--- src/rtl/baccarat_pkg.sv ---
// Shared baccarat types and helpers: deal FSM states, card value mapping,
// and the score thresholds used by the deal sequencer and datapath scorer.
package baccarat_pkg;

  typedef enum logic [3:0] {
    RST  = 4'd0,
    P1   = 4'd1,
    D1   = 4'd2,
    P2   = 4'd3,
    D2   = 4'd4,
    CHK  = 4'd5,
    P3   = 4'd6,
    CHK3 = 4'd7,
    D3   = 4'd8,
    DONE = 4'd9
  } deal_state_t;

  localparam logic [3:0] NATURAL_MIN      = 4'd8;
  localparam logic [3:0] PLAYER_STAND_MIN = 4'd6;

  // Card code to baccarat value: A..9 count face value, 10/J/Q/K count 0.
  // Invalid codes 0, 14 and 15 also map to 0.
  function automatic logic [3:0] card_value(input logic [3:0] code);
    if (code >= 4'd1 && code <= 4'd9)
      return code;
    return 4'd0;
  endfunction

endpackage

--- src/rtl/deal_sequencer_if.sv ---
// Bundle between the deal sequencer and the card datapath.
// slave: sequencer side (scores in, strobes/lights out); master: datapath side.
interface deal_sequencer_if;
  logic [3:0] pscore;
  logic [3:0] dscore;
  logic [3:0] pcard3;
  logic       load_pcard1;
  logic       load_pcard2;
  logic       load_pcard3;
  logic       load_dcard1;
  logic       load_dcard2;
  logic       load_dcard3;
  logic       player_win_light;
  logic       dealer_win_light;

  modport slave (
    input  pscore, dscore, pcard3,
    output load_pcard1, load_pcard2, load_pcard3,
    output load_dcard1, load_dcard2, load_dcard3,
    output player_win_light, dealer_win_light
  );

  modport master (
    output pscore, dscore, pcard3,
    input  load_pcard1, load_pcard2, load_pcard3,
    input  load_dcard1, load_dcard2, load_dcard3,
    input  player_win_light, dealer_win_light
  );
endinterface

--- src/rtl/deal_sequencer_banker_rule.sv ---
// Banker third-card rule: given dealer score and player third-card value,
// decide whether the dealer draws. Ports: dscore, v in; draw out.
module banker_rule (
  input  logic [3:0] dscore,
  input  logic [3:0] v,
  output logic       draw
);
  always_comb begin
    draw = 1'b0;
    case (dscore)
      4'd0, 4'd1, 4'd2: draw = 1'b1;
      4'd3:             draw = (v != 4'd8);
      4'd4:             draw = (v >= 4'd2) && (v <= 4'd7);
      4'd5:             draw = (v >= 4'd4) && (v <= 4'd7);
      4'd6:             draw = (v >= 4'd6) && (v <= 4'd7);
      default:          draw = 1'b0;
    endcase
  end
endmodule

--- src/rtl/deal_sequencer.sv ---
// Moore FSM sequencing one baccarat hand: load strobes, draw rules, lights.
// Ports: slow_clock, reset (sync, active-high), bus (slave side of the bundle).
module deal_sequencer
  import baccarat_pkg::*;
(
  input logic              slow_clock,
  input logic              reset,
  deal_sequencer_if.slave  bus
);

  deal_state_t state_q;
  deal_state_t state_d;
  logic [3:0]  pv;
  logic        dealer_draw;
  logic        natural;

  assign pv      = card_value(bus.pcard3);
  assign natural = (bus.pscore >= NATURAL_MIN) ||
                   (bus.dscore >= NATURAL_MIN);

  banker_rule u_rule (
    .dscore (bus.dscore),
    .v      (pv),
    .draw   (dealer_draw)
  );

  always_comb begin
    state_d = state_q;
    case (state_q)
      RST:  state_d = P1;
      P1:   state_d = D1;
      D1:   state_d = P2;
      P2:   state_d = D2;
      D2:   state_d = CHK;
      CHK: begin
        if (natural)
          state_d = DONE;
        else if (bus.pscore < PLAYER_STAND_MIN)
          state_d = P3;
        // Player stands: dealer draws on 0..5.
        else if (bus.dscore < PLAYER_STAND_MIN)
          state_d = D3;
        else
          state_d = DONE;
      end
      P3:   state_d = CHK3;
      CHK3: state_d = dealer_draw ? D3 : DONE;
      D3:   state_d = DONE;
      DONE: state_d = DONE;
      default: state_d = RST;
    endcase
  end

  always_ff @(posedge slow_clock) begin
    if (reset)
      state_q <= RST;
    else
      state_q <= state_d;
  end

  assign bus.load_pcard1 = (state_q == P1);
  assign bus.load_pcard2 = (state_q == P2);
  assign bus.load_pcard3 = (state_q == P3);
  assign bus.load_dcard1 = (state_q == D1);
  assign bus.load_dcard2 = (state_q == D2);
  assign bus.load_dcard3 = (state_q == D3);

  // A tie lights both.
  assign bus.player_win_light =
    (state_q == DONE) && (bus.pscore >= bus.dscore);
  assign bus.dealer_win_light =
    (state_q == DONE) && (bus.dscore >= bus.pscore);

endmodule

--- src/flat_wrapper.sv ---
// flat-port wrapper written by rule: the top's interface ports become plain ports
module deal_sequencer_flat import baccarat_pkg::*;
  (slow_clock, reset, bus_pscore, bus_dscore, bus_pcard3, bus_load_pcard1, bus_load_pcard2, bus_load_pcard3, bus_load_dcard1, bus_load_dcard2, bus_load_dcard3, bus_player_win_light, bus_dealer_win_light);
  deal_sequencer_if bus_i ();
  input logic slow_clock;
  input logic reset;
  input wire logic [$bits(bus_i.pscore)-1:0] bus_pscore;
  input wire logic [$bits(bus_i.dscore)-1:0] bus_dscore;
  input wire logic [$bits(bus_i.pcard3)-1:0] bus_pcard3;
  output wire logic [$bits(bus_i.load_pcard1)-1:0] bus_load_pcard1;
  output wire logic [$bits(bus_i.load_pcard2)-1:0] bus_load_pcard2;
  output wire logic [$bits(bus_i.load_pcard3)-1:0] bus_load_pcard3;
  output wire logic [$bits(bus_i.load_dcard1)-1:0] bus_load_dcard1;
  output wire logic [$bits(bus_i.load_dcard2)-1:0] bus_load_dcard2;
  output wire logic [$bits(bus_i.load_dcard3)-1:0] bus_load_dcard3;
  output wire logic [$bits(bus_i.player_win_light)-1:0] bus_player_win_light;
  output wire logic [$bits(bus_i.dealer_win_light)-1:0] bus_dealer_win_light;
  assign bus_i.pscore = bus_pscore;
  assign bus_i.dscore = bus_dscore;
  assign bus_i.pcard3 = bus_pcard3;
  assign bus_load_pcard1 = bus_i.load_pcard1;
  assign bus_load_pcard2 = bus_i.load_pcard2;
  assign bus_load_pcard3 = bus_i.load_pcard3;
  assign bus_load_dcard1 = bus_i.load_dcard1;
  assign bus_load_dcard2 = bus_i.load_dcard2;
  assign bus_load_dcard3 = bus_i.load_dcard3;
  assign bus_player_win_light = bus_i.player_win_light;
  assign bus_dealer_win_light = bus_i.dealer_win_light;
  deal_sequencer u_core (.slow_clock(slow_clock), .reset(reset), .bus(bus_i));
endmodule
--- config.mk ---
export PLATFORM = sky130hd
export DESIGN_NAME = deal_sequencer_flat
export DESIGN_NICKNAME = d
export VERILOG_FILES = /design/src/rtl/baccarat_pkg.sv /design/src/rtl/deal_sequencer_if.sv /design/src/rtl/deal_sequencer_banker_rule.sv /design/src/rtl/deal_sequencer.sv /design/src/flat_wrapper.sv
export SDC_FILE = /design/constraint.sdc
export NUM_CORES = 1
export LEC_CHECK = 0
export ABC_CLOCK_PERIOD_IN_PS = 5200
export CORE_MARGIN = 5
export CORE_UTILIZATION = 33
export CTS_BUF_LIST = sky130_fd_sc_hd__clkbuf_16
export DETAILED_ROUTE_END_ITERATION = 12
export SYNTH_ARGS = -nofsm -noshare
export SYNTH_HDL_FRONTEND = slang
export SYNTH_HIERARCHICAL = 1
export SYNTH_SLANG_ARGS = --single-unit
--- constraint.sdc ---
create_clock -name slow_clock -period 5.2 [get_ports slow_clock]
set_input_delay 1.04 -clock slow_clock [delete_from_list [all_inputs] [get_ports slow_clock]]
set_output_delay 1.04 -clock slow_clock [all_outputs]
set_load 0.01 [all_outputs]
### Yosys cells after proc, flatten, opt, wreduce, memory -nomap -nowiden

Cells that the tools add are included.

| word-level totals | value |
|---|---|
| bits in registers | 4 |
| input bits | 14 |
| output and inout bits | 8 |
| logic and storage cells | 49 |

| cells by class | value |
|---|---|
| $lt $le $gt $ge | 12 |
| equality and inequality tests | 16 |
| multiplexer cells | 9 |
| reduce and logical (&&, ||, !) cells | 11 |

Operator list:

| cell | number |
|---|---|
| $pmux 4 s9 | 1 |
| $eq 4x3->1 const B | 7 |
| $eq 4x2->1 const B | 4 |
| $mux 4 | 4 |
| $eq 4x1->1 const B | 2 |
| $eq 4x4->1 const B | 2 |
| $ge 4x3->1 const B | 2 |
| $ge 4x4->1 | 2 |
| $ge 4x4->1 const B | 2 |
| $logic_not 4->1 | 2 |
| $lt 4x3->1 const B | 2 |
| $logic_and 1x1->1 | 6 |
| $pmux 1 s5 | 1 |
| $ge 4x1->1 const B | 1 |
| $ge 4x2->1 const B | 1 |
| $le 4x3->1 const B | 1 |
| $le 4x4->1 const B | 1 |
| $ne 4x4->1 const B | 1 |
| $mux 1 | 3 |
| $reduce_or 3->1 | 1 |
| $reduce_or 2->1 | 1 |
| $logic_or 1x1->1 | 1 |

### Longest topological paths before layout

| logic depth | value |
|---|---|
| word-level depth | 9 |
| depth in mapped cells | 8 |
| gate-level depth less buffers | 8 |

### By module

The synthesis kept the hierarchy.

By module, submodules not included:

| module | times used | cells an instance | area an instance (sq um) | seq. area each (sq um) |
|---|---|---|---|---|
| deal_sequencer | 1 | 62 | 469.2 | 80.1 |
| banker_rule | 1 | 6 | 52.6 | 0.0 |

### Least setup slack after synthesis

Ideal clock, no wire load.

| path | value |
|---|---|
| kind | input to output |
| start point | input bus_pscore[2] |
| end point | output bus_player_win_light |
| data arrival time | 1.871 ns |
| required time | 4.160 ns |
| setup slack | 2.289 ns |
| stages | 5 |
| path buffers | 0 |
| path through | inv_1 ha_1 a21oi_1 o221ai_1 a21oi_1 |

| between the ends | value |
|---|---|
| word-level cells in the longest chain between the ends | 2 |

Ends and longest elaborated chain:

| what | RTL line | source |
|---|---|---|
| start: declaration | flat_wrapper.sv:7 | `input wire logic [$bits(bus_i.pscore)-1:0] bus_pscore;` |
| $ge 4x4->1 | deal_sequencer.sv:70 | `(state_q == DONE) && (bus.pscore >= bus.dscore);` |
| $logic_and 1x1->1 | deal_sequencer.sv:70 |  |
| end: declaration | flat_wrapper.sv:16 | `output wire logic [$bits(bus_i.player_win_light)-1:0] bus_player_win_light;` |

No other way between the ends.

### Final worst setup path

Ends and elaborated chain as after synthesis.

==> impl_metrics.tcl <==
set metrics [dict create \
    track_usage 0.123 \
    syn_area_per_cell_um2 7.67 \
    antenna_found_initial 0 \
    grt_max_degree 13 \
    hold_depth 1 \
    firstDrtPassIters 4 \
    grt_pass1_vias 584 \
    htreeDepth 1 \
    drc_errors 0 \
    nets 108 \
    fin_crit_sh 0.775 \
    synth_area_leaders "dfxtp_1, ha_1, inv_1, a211oi_2, nand2b_1" \
    initial_core_util 0.346 \
    worstPathCellList "clkdlybuf4s50_1 -> inv_1 -> ha_1 -> a21oi_1 -> o221ai_1 -> a21oi_1 -> clkdlybuf4s50_1" \
    chipWidth_um 49.8 \
    hold_buffers 0 \
    yosysUniqueCellTypes 32 \
    crit_path_top_delay_cell "clkdlybuf4s50_1" \
    drive_above_1_share 0.0795 \
    power_frac_clock 0.590 \
    finClkSkew_ns 0.000229 \
    p_leak_nw 0.308 \
    root_buffer "clkbuf_16" \
    comb_power_share 0.220 \
    maxCapViolations 0 \
    critPathBufInv 3 \
    cts_post_setup_buffers_inserted 0 \
    status "complete, no violations" \
    die_h_um 49.8 \
    io_pins 22 \
    max_clock_freq_mhz 248 \
    drtIter0Drc 16 \
    top_regs "u_core/state_q x4" \
    path_depth 7 \
    ys_ff_latch 4 \
    slew_violations 0 \
    clkSinkCount 4 \
    rsz0062_at_grt "false" \
    portBuffers 21 \
    pre_cts_ws_ns 1.19 \
    vias 567 \
    post-dp-hpwl_um 1090 \
    rows 14 \
    diodes 0 \
    route.met3.wl_um 134 \
    holdCritPathClass "flip-flop to flip-flop" \
    synthArstFlopShare 0 \
    syn_inst 68 \
    core_um2 1510 \
    finalSetupTns_ns 0 \
    timing.slew.headroom 0.755 \
    grt_pass1_wl_um 2480 \
    top_register "u_core/state_q" \
    synth_top_area_share 0.153 \
    cts_resized 0 \
    switchingPower_mw 0.0478 \
    area_delta_synth_final_pct 51.8 \
    reg2reg_depth 3 \
    gp_congestion 0.769 \
    startpoint_type "input pin" \
    routed_wl_um 1430 \
    yosys-top-cells-count "inv_1, nor3_1" \
    power_density_nw_per_um2 259 \
    largest_reg_flops 4 \
    wl_per_cell_um 13.8 \
    num-fill-cells 145 \
    cp_top_family "buffers and inverters" \
    tightest_slew_ns 0.367 \
    yosysWarnings 6 \
    synth_top_area_cell "dfxtp_1" \
    setup_ws_ns 1.17 \
    critPathMaxFanout 4 \
    dieArea_um2 2480 \
    grt_overflow 0 \
    synth-edff-count 0 \
    met2_length_um 636 \
    critPathKind "input pin to primary output" \
    synth_nets 86 \
    topRoutingLayerUsed "met4" \
    end_kind "primary output" \
    p_seq_frac 0.190 \
    yosysMostFrequentCell "inv_1" \
    path_clk_slew_ns 0.03 \
    wl_met1_um 644 \
    drt-vias-per-instance 5.45 \
    cts_buffer_depth 2 \
    netlist_area_um2 522 \
    peakVddDrop_mv 0.280 \
    postRouteAntennaNets 0 \
    cts_tree "done" \
    worstPathRequired_ns 4.16 \
    setup_viol 0 \
    worstPathArrival_ns 2.99 \
    p_int_mw 0.157 \
    insertion_delay_ns 0.22 \
    seq_area_frac_synth 0.153 \
    period_minus_slack_ns 4.03 \
    crit_path_max_incr_delay_ns 0.55 \
    netSwitchingFraction 0.233 \
    hold_viol_final 0 \
    numCtsBuffers 3 \
    yosys_most_used_dff "dfxtp_1" \
]
-- layer usage --
| metal | GRT usage | vias up |
|---|---|---|
| li1 | - | 292 |
| met1 | 0.152 | 251 |
| met2 | 0.178 | 22 |
| met3 | 0.0602 | 2 |
| met4 | 0.0568 | 0 |
| met5 | 0 | - |
-- layout make-up --
class                      count  area, um^2  area share
timing repair buffer          21         210       0.265
clock buffer                   3        75.1      0.0948
sequential                     4        80.1       0.101
multi-input combinational     52         377       0.476
inverter                       8        30.0      0.0379
tap                           16        20.0      0.0253
-- path summary, 6_finish.rpt --
path	slack (ns)	startpoint	end
setup reg to reg	3.93	u_core/state_q[3]	u_core/state_q[0]
hold / removal	0.57	u_core/state_q[0]	u_core/state_q[2]
setup / recovery	1.17	bus_pscore[2]	bus_player_win_light
hold reg to reg	0.57	u_core/state_q[0]	u_core/state_q[2]
-- per-stage QoR --
stage	util	instances	power, mW	hold slack, ns	area, um^2
4_1_cts	0.526	104	0.207	0.577	792
5_1_grt	0.526	104	0.214	0.612	792
2_1_floorplan	-	68	0.0643	0.527	522
3_3_place_gp	0.476	101	0.0837	0.565	717
3_5_place_dp	0.476	101	0.0842	0.565	717
6_report	0.526	104	0.205	0.573	792
-- cells by family (layout without fill, tap and decap cells) --
kind of cell / count (synthesis) / in the layout / synth area share
adders and majority gates: 4 / 4 / 0.0959
and+or+nand+nor: 30 / 30 / 0.355
DFF: 4 / 4 / 0.153
buffers and inverters: 12 / 32 / 0.125
AOI/OAI and AO/OA: 18 / 18 / 0.271
-- worst reg2reg max path: stages (launching register included) --
cell	delay, ns
dfxtp_1	0.52
nand2b_1	0.24
a211oi_2	0.06
o311a_1	0.33
-- power groups by stage --
stage | Combinational (mW) | Sequential, mW | Clock (mW)
CTS | 0.0454 | 0.0388 | 0.123
finish | 0.0452 | 0.0389 | 0.121
floorplan | 0.0300 | 0.0343 | 0
global route | 0.0496 | 0.0396 | 0.125
detailed placement | 0.0450 | 0.0392 | 0
global placement | 0.0445 | 0.0393 | 0
-- cells in the final DEF (no fill, tap or decap), types with 2 or more instances in the layout --
cell type / Yosys / routed
a211oi_2: 2 / 2
nand4_1: 2 / 2
inv_1: 8 / 8
o21ai_0: 2 / 2
clkbuf_16: 0 / 3
a21oi_1: 4 / 4
nor3b_1: 2 / 2
o221ai_1: 2 / 2
a31oi_1: 2 / 2
nand2b_1: 4 / 4
ha_1: 4 / 4
nor3_1: 5 / 5
clkdlybuf4s50_1: 0 / 21
nor2_1: 4 / 4
dfxtp_1: 4 / 4
nor2b_1: 4 / 4
Power figures use the tool's default switching activity.
